--- src/rtl/fpga_rst_seq.sv ---
// fpga_rst_seq
// Reset sequencer sitting between the clock manager and the DPU in the FPGA top.
// Combines board reset, clock-manager lock, a debounced push-button and a host
// soft-reset pulse into two staged, SYS_CLK-synchronous deasserting resets:
// BUS_RST_N (interconnect/memory) releases first, CORE_RST_N follows after a gap.
// Once running, lock loss, button or soft request re-enter the sequence; the last
// cause and a saturating re-entry count are kept for the host.
//
// Interface semantics: there is no valid/ready handshake on this block. SW_RST_REQ
// is a one-cycle, SYS_CLK-synchronous request pulse; it is acted on only when the
// sequencer is in REL_BUS or RUN and silently dropped in any other state. All other
// inputs are level signals sampled through synchronizers.
//
// dbg_state mirrors the FSM state register for checkers and waveform viewing:
//   0 ASSERT, 1 WAIT_LOCK, 2 HOLD, 3 REL_BUS, 4 RUN.

module fpga_rst_seq #(
  parameter int P_SYNC_STAGES  = 2,
  parameter int P_DEBOUNCE_CYC = 1000,
  parameter int P_HOLD_CYC     = 16,
  parameter int P_STAGE_GAP    = 8
) (
  input  logic       SYS_CLK,
  input  logic       SYS_RST_N,
  input  logic       SYS_CLK_STABLE,
  input  logic       BOARD_RST_SW,
  input  logic       SW_RST_REQ,
  output logic       BUS_RST_N,
  output logic       CORE_RST_N,
  output logic       RST_DONE,
  output logic [1:0] RST_CAUSE,
  output logic [7:0] RST_COUNT,
  output logic [2:0] dbg_state
);

  // FSM encoding
  localparam logic [2:0] ST_ASSERT    = 3'd0;
  localparam logic [2:0] ST_WAIT_LOCK = 3'd1;
  localparam logic [2:0] ST_HOLD      = 3'd2;
  localparam logic [2:0] ST_REL_BUS   = 3'd3;
  localparam logic [2:0] ST_RUN       = 3'd4;

  // Reset cause encoding
  localparam logic [1:0] CAUSE_POR  = 2'b00;
  localparam logic [1:0] CAUSE_LOCK = 2'b01;
  localparam logic [1:0] CAUSE_BTN  = 2'b10;
  localparam logic [1:0] CAUSE_SOFT = 2'b11;

  // One shared down-path counter serves both HOLD and REL_BUS, so it is sized
  // for whichever of the two intervals is longer.
  localparam int CNT_MAX = (P_HOLD_CYC > P_STAGE_GAP) ? P_HOLD_CYC : P_STAGE_GAP;
  localparam int CNT_W   = (CNT_MAX > 1) ? $clog2(CNT_MAX + 1) : 1;
  localparam logic [CNT_W-1:0] HOLD_LAST = CNT_W'(P_HOLD_CYC - 1);
  localparam logic [CNT_W-1:0] GAP_LAST  = CNT_W'(P_STAGE_GAP - 1);

  localparam int DEB_W = (P_DEBOUNCE_CYC > 1) ? $clog2(P_DEBOUNCE_CYC + 1) : 1;
  localparam logic [DEB_W-1:0] DEB_LAST = DEB_W'(P_DEBOUNCE_CYC - 1);

  // Synchronizer chains; the last flop of each chain is the usable signal.
  logic [P_SYNC_STAGES-1:0] stable_sync;
  logic [P_SYNC_STAGES-1:0] sw_sync;
  logic                     stable_s;
  logic                     sw_s;

  // Debounce state
  logic [DEB_W-1:0] deb_cnt;
  logic             sw_deb;

  // FSM state and interval counter
  logic [2:0]       state;
  logic [2:0]       state_nxt;
  logic [CNT_W-1:0] cnt;
  logic [CNT_W-1:0] cnt_nxt;

  // Re-entry trigger decode and bookkeeping next values
  logic       trig;
  logic [1:0] trig_cause;
  logic [1:0] cause_nxt;
  logic [7:0] count_nxt;
  logic [7:0] count_inc;

  assign stable_s  = stable_sync[P_SYNC_STAGES-1];
  assign sw_s      = sw_sync[P_SYNC_STAGES-1];
  assign dbg_state = state;

  // Bring the asynchronous lock and button levels into the SYS_CLK domain.
  always_ff @(posedge SYS_CLK or negedge SYS_RST_N) begin
    if (!SYS_RST_N) begin
      stable_sync <= '0;
      sw_sync     <= '0;
    end else begin
      stable_sync <= {stable_sync[P_SYNC_STAGES-2:0], SYS_CLK_STABLE};
      sw_sync     <= {sw_sync[P_SYNC_STAGES-2:0], BOARD_RST_SW};
    end
  end

  // Debounce: flip sw_deb only after sw_s has disagreed with it for
  // P_DEBOUNCE_CYC consecutive cycles; any agreeing cycle restarts the count.
  always_ff @(posedge SYS_CLK or negedge SYS_RST_N) begin
    if (!SYS_RST_N) begin
      deb_cnt <= '0;
      sw_deb  <= 1'b0;
    end else if (sw_s != sw_deb) begin
      if (deb_cnt == DEB_LAST) begin
        deb_cnt <= '0;
        sw_deb  <= sw_s;
      end else begin
        deb_cnt <= deb_cnt + 1'b1;
      end
    end else begin
      deb_cnt <= '0;
    end
  end

  // Trigger decode with fixed priority: lock loss, then button, then soft request.
  always_comb begin
    trig       = 1'b0;
    trig_cause = CAUSE_POR;
    if (!stable_s) begin
      trig       = 1'b1;
      trig_cause = CAUSE_LOCK;
    end else if (sw_deb) begin
      trig       = 1'b1;
      trig_cause = CAUSE_BTN;
    end else if (SW_RST_REQ) begin
      trig       = 1'b1;
      trig_cause = CAUSE_SOFT;
    end
  end

  assign count_inc = (RST_COUNT == 8'hFF) ? 8'hFF : (RST_COUNT + 8'd1);

  // Next-state logic for the sequencer, interval counter, cause and count.
  always_comb begin
    state_nxt = state;
    cnt_nxt   = cnt;
    cause_nxt = RST_CAUSE;
    count_nxt = RST_COUNT;
    case (state)
      ST_ASSERT: begin
        state_nxt = ST_WAIT_LOCK;
        cnt_nxt   = '0;
      end
      ST_WAIT_LOCK: begin
        cnt_nxt = '0;
        if (stable_s && !sw_deb) begin
          state_nxt = ST_HOLD;
        end
      end
      ST_HOLD: begin
        // Losing lock or a pressed button restarts the wait from scratch.
        if (!stable_s || sw_deb) begin
          state_nxt = ST_WAIT_LOCK;
          cnt_nxt   = '0;
        end else if (cnt == HOLD_LAST) begin
          state_nxt = ST_REL_BUS;
          cnt_nxt   = '0;
        end else begin
          cnt_nxt = cnt + 1'b1;
        end
      end
      ST_REL_BUS: begin
        if (trig) begin
          state_nxt = ST_ASSERT;
          cnt_nxt   = '0;
          cause_nxt = trig_cause;
          count_nxt = count_inc;
        end else if (cnt == GAP_LAST) begin
          state_nxt = ST_RUN;
          cnt_nxt   = '0;
        end else begin
          cnt_nxt = cnt + 1'b1;
        end
      end
      ST_RUN: begin
        cnt_nxt = '0;
        if (trig) begin
          state_nxt = ST_ASSERT;
          cause_nxt = trig_cause;
          count_nxt = count_inc;
        end
      end
      default: begin
        state_nxt = ST_ASSERT;
        cnt_nxt   = '0;
      end
    endcase
  end

  // State, counter and bookkeeping registers.
  always_ff @(posedge SYS_CLK or negedge SYS_RST_N) begin
    if (!SYS_RST_N) begin
      state     <= ST_ASSERT;
      cnt       <= '0;
      RST_CAUSE <= CAUSE_POR;
      RST_COUNT <= 8'd0;
    end else begin
      state     <= state_nxt;
      cnt       <= cnt_nxt;
      RST_CAUSE <= cause_nxt;
      RST_COUNT <= count_nxt;
    end
  end

  // Reset outputs are registered from the next state so they change on the same
  // edge as the state and can never glitch high between stages.
  always_ff @(posedge SYS_CLK or negedge SYS_RST_N) begin
    if (!SYS_RST_N) begin
      BUS_RST_N  <= 1'b0;
      CORE_RST_N <= 1'b0;
      RST_DONE   <= 1'b0;
    end else begin
      BUS_RST_N  <= (state_nxt == ST_REL_BUS) || (state_nxt == ST_RUN);
      CORE_RST_N <= (state_nxt == ST_RUN);
      RST_DONE   <= (state_nxt == ST_RUN);
    end
  end

endmodule

--- config.mk ---
export PLATFORM = sky130hd
export DESIGN_NAME = fpga_rst_seq
export DESIGN_NICKNAME = d
export VERILOG_FILES = /design/src/rtl/fpga_rst_seq.sv
export SDC_FILE = /design/constraint.sdc
export NUM_CORES = 1
export LEC_CHECK = 0
export BUFFER_PORTS_ARGS = -buffer_cell sky130_fd_sc_hd__buf_2
export CAP_MARGIN = 20
export CORE_MARGIN = 2
export CORE_UTILIZATION = 50
export CTS_CLUSTER_DIAMETER = 120
export DETAILED_ROUTE_END_ITERATION = 7
export PLACE_DENSITY = 0.74
export SLEW_MARGIN = 20
export SYNTH_ARGS = -nofsm -noshare
export SYNTH_HDL_FRONTEND = slang
export SYNTH_SLANG_ARGS = --single-unit
--- constraint.sdc ---
create_clock -name SYS_CLK -period 4.1 [get_ports SYS_CLK]
set_input_delay 1.23 -clock SYS_CLK [delete_from_list [all_inputs] [get_ports SYS_CLK]]
set_output_delay 1.23 -clock SYS_CLK [all_outputs]
set_load 0.02 [all_outputs]
==> flow_summary_export.csv, run 1 <==
group,metric,value,unit
critical_path,critical_path.max_stage_delay,0.55,ns
floorplan,start_util,51.31,%
layout,area.growth.synth_to_final,12.69,%
clock_network,cts_tree,"yes",
global_routing,gr-total-overflow,0,
clock_network,root_buffer,"clkbuf_4",
global_routing,grt_pass1_wl,4781,um
synth,synthArstFlopShare,100.0,%
placed_design,dp_hpwl,2094,um
global_routing,antenna_found_initial,0,
synth,seq_area_frac_synth,51.97,%
floorplan,die_h,62.06,um
pwr,leakagePower,0.0008593,uW
drt,antenna_left,0,
critical_path,startpoint,"dbg_state[0]",
critical_path,cp-start-kind,"flop",
timing,fin_skew,0.004798,ns
floorplan,coreArea,0.003284,mm2
drt,vias_per_cell,5.255,
critical_path,path_cells,"buf_2",
drt,drtIter0Drc,51,
critical_path,rr_startpoint,"dbg_state[0]",
layout,drive_gt1_share,17.84,%
pwr,power,1037,uW
synth,syn_nets,170,
clock_network,cts.clk_slew.worst_paths,0.11,ns
placed_design,numPortBuffers,20,
critical_path,cpMaxStageDelayCell,"dfrtp_1",
layout,fillCellCount,295,
drt,wirelength,2900,um
critical_path,path_buf_inv,1,
critical_path,cp.depth,1,
synth,synth_cell_type_count,37,
critical_path,worstSetupEndpointType,"primary output",
layout,multiInputGateArea,753.2,um2
placed_design,place.gp.congestion,0.8191,
clock_network,cts_resized,0,
clock_network,postCtsSetupBuffers,0,
synth,yosysMostFrequentCell,"dfrtp_1",
synth,synth_largest_area_cell,"dfrtp_1",
global_routing,grt_max_degree,36,
global_routing,first_global_vias,1123,
pwr,power_density,545.9,mW/mm2
synth,netlist_area,0.001685,mm2
floorplan,pin_count,21,
critical_path,critical_path_class,"reg -> out",
timing,finalSetupViolCount,0,
synth,synth_seq_cells,35,
critical_path,ff2ff_setup_slack,2.17,ns
critical_path,r2r_cells,4,
synth,synth_ff_type,"dfrtp_1",
timing,min_period_over_period,57.20,%
synth,netlist.area_leader.share,51.97,%
timing,rsz0062_at_grt,"no",
layout,diodes,0,
floorplan,row_count,21,
critical_path,endpoint,"dbg_state[0]",
timing,slew_viol_final,0,
synth,ys_warn_count,0,
timing,relSlewSlack,49.17,%
critical_path,path_max_fanout,11,
layout,nets,194,
critical_path,r2r-end,"RST_COUNT[6]",
drt,vias,1214,
global_routing,track_usage,17.52,%
run,max-cap-violations,0,
clock_network,cts_made_buffers,5,
drt,drc,0,
clock_network,htree_levels,2,
floorplan,die_width,62.06,um
clock_network,clock_sink_count,35,
timing,hold_viol,0,
synth,ys_top_cells_by_count,"dfrtp_1, nor2_1, nand2_1",
timing,tightestPinTransition,0.7625,ns
synth,synth_area_leaders,"dfrtp_1, xnor2_1, nor2_1, ha_1, nand2_1",
pwr,peakVddDrop,346.2,uV
clock_network,cts_hold_buf,0,
outcome,status,"completed",
timing,period_minus_slack,2.345,ns
clock_network,clkLatencyLatePin,0.33,ns
synth,synth_edf_count,0,
drt,wl_per_cell,12.55,um
floorplan,dieArea,0.003851,mm2
critical_path,critPathTopFamily,"flip-flops",
critical_path,worstPathArrival,1.12,ns
drt,dr.pass1.iters,3,
synth,synthCells,160,
synth,avgSynthCellArea,10.53,um2
min_path,hp-class,"reg -> reg",
timing,fmax,0.4264,GHz
clock_network,clockBufferDepth,2,
layout,seq_area,875.8,um2
timing,setup_total_negative_slack,0,ns
critical_path,critPathRequiredTime,2.87,ns
timing,fin_hold_ws,0.3588,ns
## cell families after synthesis
group,Yosys count,share of synthesized area (%)
flops,35,51.97
mux,4,2.524
simple gates,70,21.90
xor+xnor,15,7.795
fa+ha+maj,5,3.712
compound gates,21,8.760
buf+inv,10,3.341
## through the flow
step | utilization, % | instance area [um2] | worst slack [ns] | cells
floorplan | - | 1685 | 1.905 | 160
global placement | 55.20 | 1813 | 1.694 | 223
detailed placement | 55.20 | 1813 | 1.647 | 223
CTS | 57.83 | 1899 | 1.736 | 231
global route | 57.83 | 1899 | 1.678 | 231
finish | 57.83 | 1899 | 1.755 | 231
## routing by layer
metal  up-vias  routed length (um)  part of all wire, %  global-route usage [%]
met1       585                1304                   45                   21.81
met5         -                   0                    0                       0
met3         8                 115                  4.0                   4.555
met4         0                  59                  2.0                   9.119
li1        600                   -                    -                       -
met2        21                1420                   49                   27.98
## state kept, by name (all words and copies together) (netlist names)
| name | count |
|---|---|
| deb_cnt | 10 |
| dbg_state | 3 |
| BUS_RST_N | 1 |
| RST_DONE | 1 |
| sw_sync | 2 |
| RST_CAUSE | 2 |
| stable_sync | 2 |
| sw_deb | 1 |
| cnt | 5 |
| RST_COUNT | 8 |
## cell type report
cell class	count	share of cell area (%)
Inverter	7	1.383
Clock inverter	2	1.845
Multi-Input combinational cell	115	39.66
Clock buffer	6	2.701
Sequential cell	35	46.11
Tap cell	46	3.030
Timing Repair Buffer	20	5.270
## how the worst min path moves through the flow
stage | slack, ns | start | depth (start not counted) | to
floorplan | 0.33 | stable_sync[0] | 0 | stable_sync[1]
global placement | 0.33 | sw_sync[0] | 0 | sw_sync[1]
detailed placement | 0.33 | sw_sync[0] | 0 | sw_sync[1]
CTS | 0.36 | sw_sync[0] | 0 | sw_sync[1]
global route | 0.37 | stable_sync[0] | 0 | stable_sync[1]
finish | 0.36 | sw_sync[0] | 0 | sw_sync[1]
## cells in the final DEF, fill, tap and decap left out, types with 2 or more instances in the layout
cell type	n
o22ai_1	2
nor2_1	20
nor3b_1	2
nor2b_1	3
xnor2_1	11
or3b_1	3
nand2_1	13
dfrtp_1	35
nor3_1	5
a31oi_1	2
o21ai_0	4
a21oi_1	7
inv_1	7
nand3_1	6
mux2i_1	2
nand4_1	4
ha_1	5
buf_2	20
xor2_1	4
nand2b_1	3
and2_1	3
clkbuf_4	5
and3_1	2
## report_power, final
part | internal, uW | switching (uW)
Clock | 144 | 115
Sequential | 404 | 70.5
Combinational | 120 | 184
Total | 668 | 369
(Power assumes the default switching activity.)
==> run 2: changes to the inputs <==
Clock period 4.1 ns to 2.17 ns, I/O delays scaled along.
==> run 2 against run 1 <==
Effect of this change: core utilization fell by 0.69 points; largest power group unchanged; final cell count did not move; clock power rose by 35%; critical endpoint is now RST_COUNT[6]; total power increased by 76%; sequential power grew 88%; wire length is 1.1% higher.
==> flow_summary_export.csv, run 2 (same netlist as run 1, synthesis figures left out) <==
group,metric,value,unit
outcome,status,"completed",
clock_network,postCtsSetupBuffers,0,
timing,rsz0062_at_grt,"no",
timing,hold_viol,0,
global_routing,track_usage,17.25,%
critical_path,worstPathArrival,2.14,ns
layout,area.growth.synth_to_final,11.36,%
timing,setup_slack,0.2463,ns
drt,dr.pass1.iters,4,
timing,relSlewSlack,50.69,%
layout,mostFrequentLayoutCells,"dfrtp_1, nor2_1, buf_2, nand2_1, xnor2_1",
timing,finalSetupViolCount,0,
critical_path,r2r_cells,4,
placed_design,place.gp.congestion,0.8538,
pwr,leakagePower,0.0008503,uW
pwr,clock_power_share,19.1,%
timing,fin_skew,0.01112,ns
layout,nets,195,
layout,fillCellCount,294,
critical_path,startpoint,"dbg_state[0]",
floorplan,coreArea,0.003284,mm2
clock_network,clockBufferDepth,2,
critical_path,ff2ff_setup_slack,0.25,ns
global_routing,antenna_found_initial,0,
placed_design,dp_hpwl,2181,um
global_routing,grt_max_degree,36,
critical_path,path_max_fanout,11,
critical_path,endpoint,"RST_COUNT[6]",
pwr,internal_power,1142,uW
layout,largest_reg_flops,10,
layout,reg_top3,"deb_cnt x10, RST_COUNT x8, cnt x5",
timing,fmax,0.5198,GHz
critical_path,rr_startpoint,"dbg_state[0]",
layout,instances_no_fill,231,
critical_path,critical_path_class,"reg -> reg",
floorplan,die_width,62.06,um
pwr,pwr-share-seq,48.9,%
placed_design,pre_cts_ws,0.2771,ns
clock_network,cts_tree,"yes",
critical_path,worstSetupEndpointType,"flop",
layout,layout_commonest_cell,"dfrtp_1",
floorplan,die_h,62.06,um
timing,slew_viol_final,0,
global_routing,grt_pass1_wl,4781,um
global_routing,first_global_vias,1100,
drt,drc,0,
min_path,hp-class,"reg -> reg",
clock_network,cts_hold_buf,0,
timing,min_period_over_period,88.65,%
floorplan,start_util,51.31,%
pwr,power.net_switching,683.8,uW
drt,drtIter0Drc,58,
floorplan,pin_count,21,
clock_network,root_buffer,"clkbuf_4",
layout,multiInputGateArea,753.2,um2
pwr,power_density,972.6,mW/mm2
pwr,netSwitchingFraction,37.46,%
clock_network,htree_levels,2,
layout,drive_gt1_share,17.84,%
clock_network,cts.clk_slew.worst_paths,0.10,ns
clock_network,cts_resized,0,
floorplan,dieArea,0.003851,mm2
run,max-cap-violations,0,
pwr,peakVddDrop,603.6,uV
clock_network,clock_sink_count,35,
timing,period_minus_slack,1.924,ns
layout,diodes,0,
drt,antenna_left,0,
critical_path,r2r-end,"RST_COUNT[6]",
drt,vias_per_cell,5.199,
global_routing,gr-total-overflow,0,
timing,tightestPinTransition,0.7396,ns
clock_network,cts_made_buffers,5,
layout,regMostFlops,"deb_cnt",
drt,wl_per_cell,12.69,um
placed_design,numPortBuffers,20,
clock_network,clkLatencyLatePin,0.32,ns
critical_path,critPathRequiredTime,2.38,ns
placed_design,dp_cells,224,
floorplan,row_count,21,
drt,vias,1201,
timing,setup_total_negative_slack,0,ns
layout,seq_area,875.8,um2
critical_path,cp-start-kind,"flop",
drt,wirelength,2932,um
pwr,combPwrFrac,32.0,%
[run 2: cell count changes in the layout (fill, tap and decap cells not counted), sizes merged]
cell    change
buf         +1
bufinv      -1
[run 2: worst max-delay path: stages (launching register included)]
cell	delay (ns)
dfrtp_1	0.51
or3b_1	0.58
a21oi_4	0.27
nand4_1	0.13
mux2_1	0.32
[run 2: worst min path at each step]
stage | from | endpoint | depth (start not counted)
6_report | sw_sync[0] | sw_sync[1] | 0
5_1_grt | sw_sync[0] | sw_sync[1] | 0
4_1_cts | sw_sync[0] | sw_sync[1] | 0
3_5_place_dp | stable_sync[0] | stable_sync[1] | 0
3_3_place_gp | sw_sync[0] | sw_sync[1] | 0
2_1_floorplan | stable_sync[0] | stable_sync[1] | 0
[run 2: routing by layer]
metal | GRT usage (%) | vias to the layer above | wire, um
li1 | - | 600 | -
met3 | 5.383 | 2 | 132
met1 | 22.49 | 573 | 1330
met2 | 27.08 | 26 | 1447
met4 | 6.383 | 0 | 21
met5 | 0 | - | 0
[run 2: power by group through the flow]
stage          clock network, uW  logic, uW  registers (uW)
2_1_floorplan                  0        311             999
3_3_place_gp                   0        574             896
3_5_place_dp                   0        587             907
4_1_cts                      361        590             894
5_1_grt                      387        656             918
6_report                     349        583             893
[run 2: area by class of cell]
type | count | area share [%]
Inverter | 7 | 1.400
Multi-Input combinational cell | 115 | 40.13
Tap cell | 46 | 3.067
Timing Repair Buffer | 21 | 5.733
Clock inverter | 1 | 0.2667
Sequential cell | 35 | 46.67
Clock buffer | 6 | 2.733
[run 2: metrics by stage]
stage	power (uW)	cell area (um2)	utilization, %	hold slack, ns
after floorplan	1310	1685	-	0.3312
after global placement	1470	1821	55.43	0.3333
after detailed placement	1494	1821	55.43	0.3347
after CTS	1845	1877	57.14	0.3544
after global routing	1961	1877	57.14	0.3611
final	1825	1877	57.14	0.3520
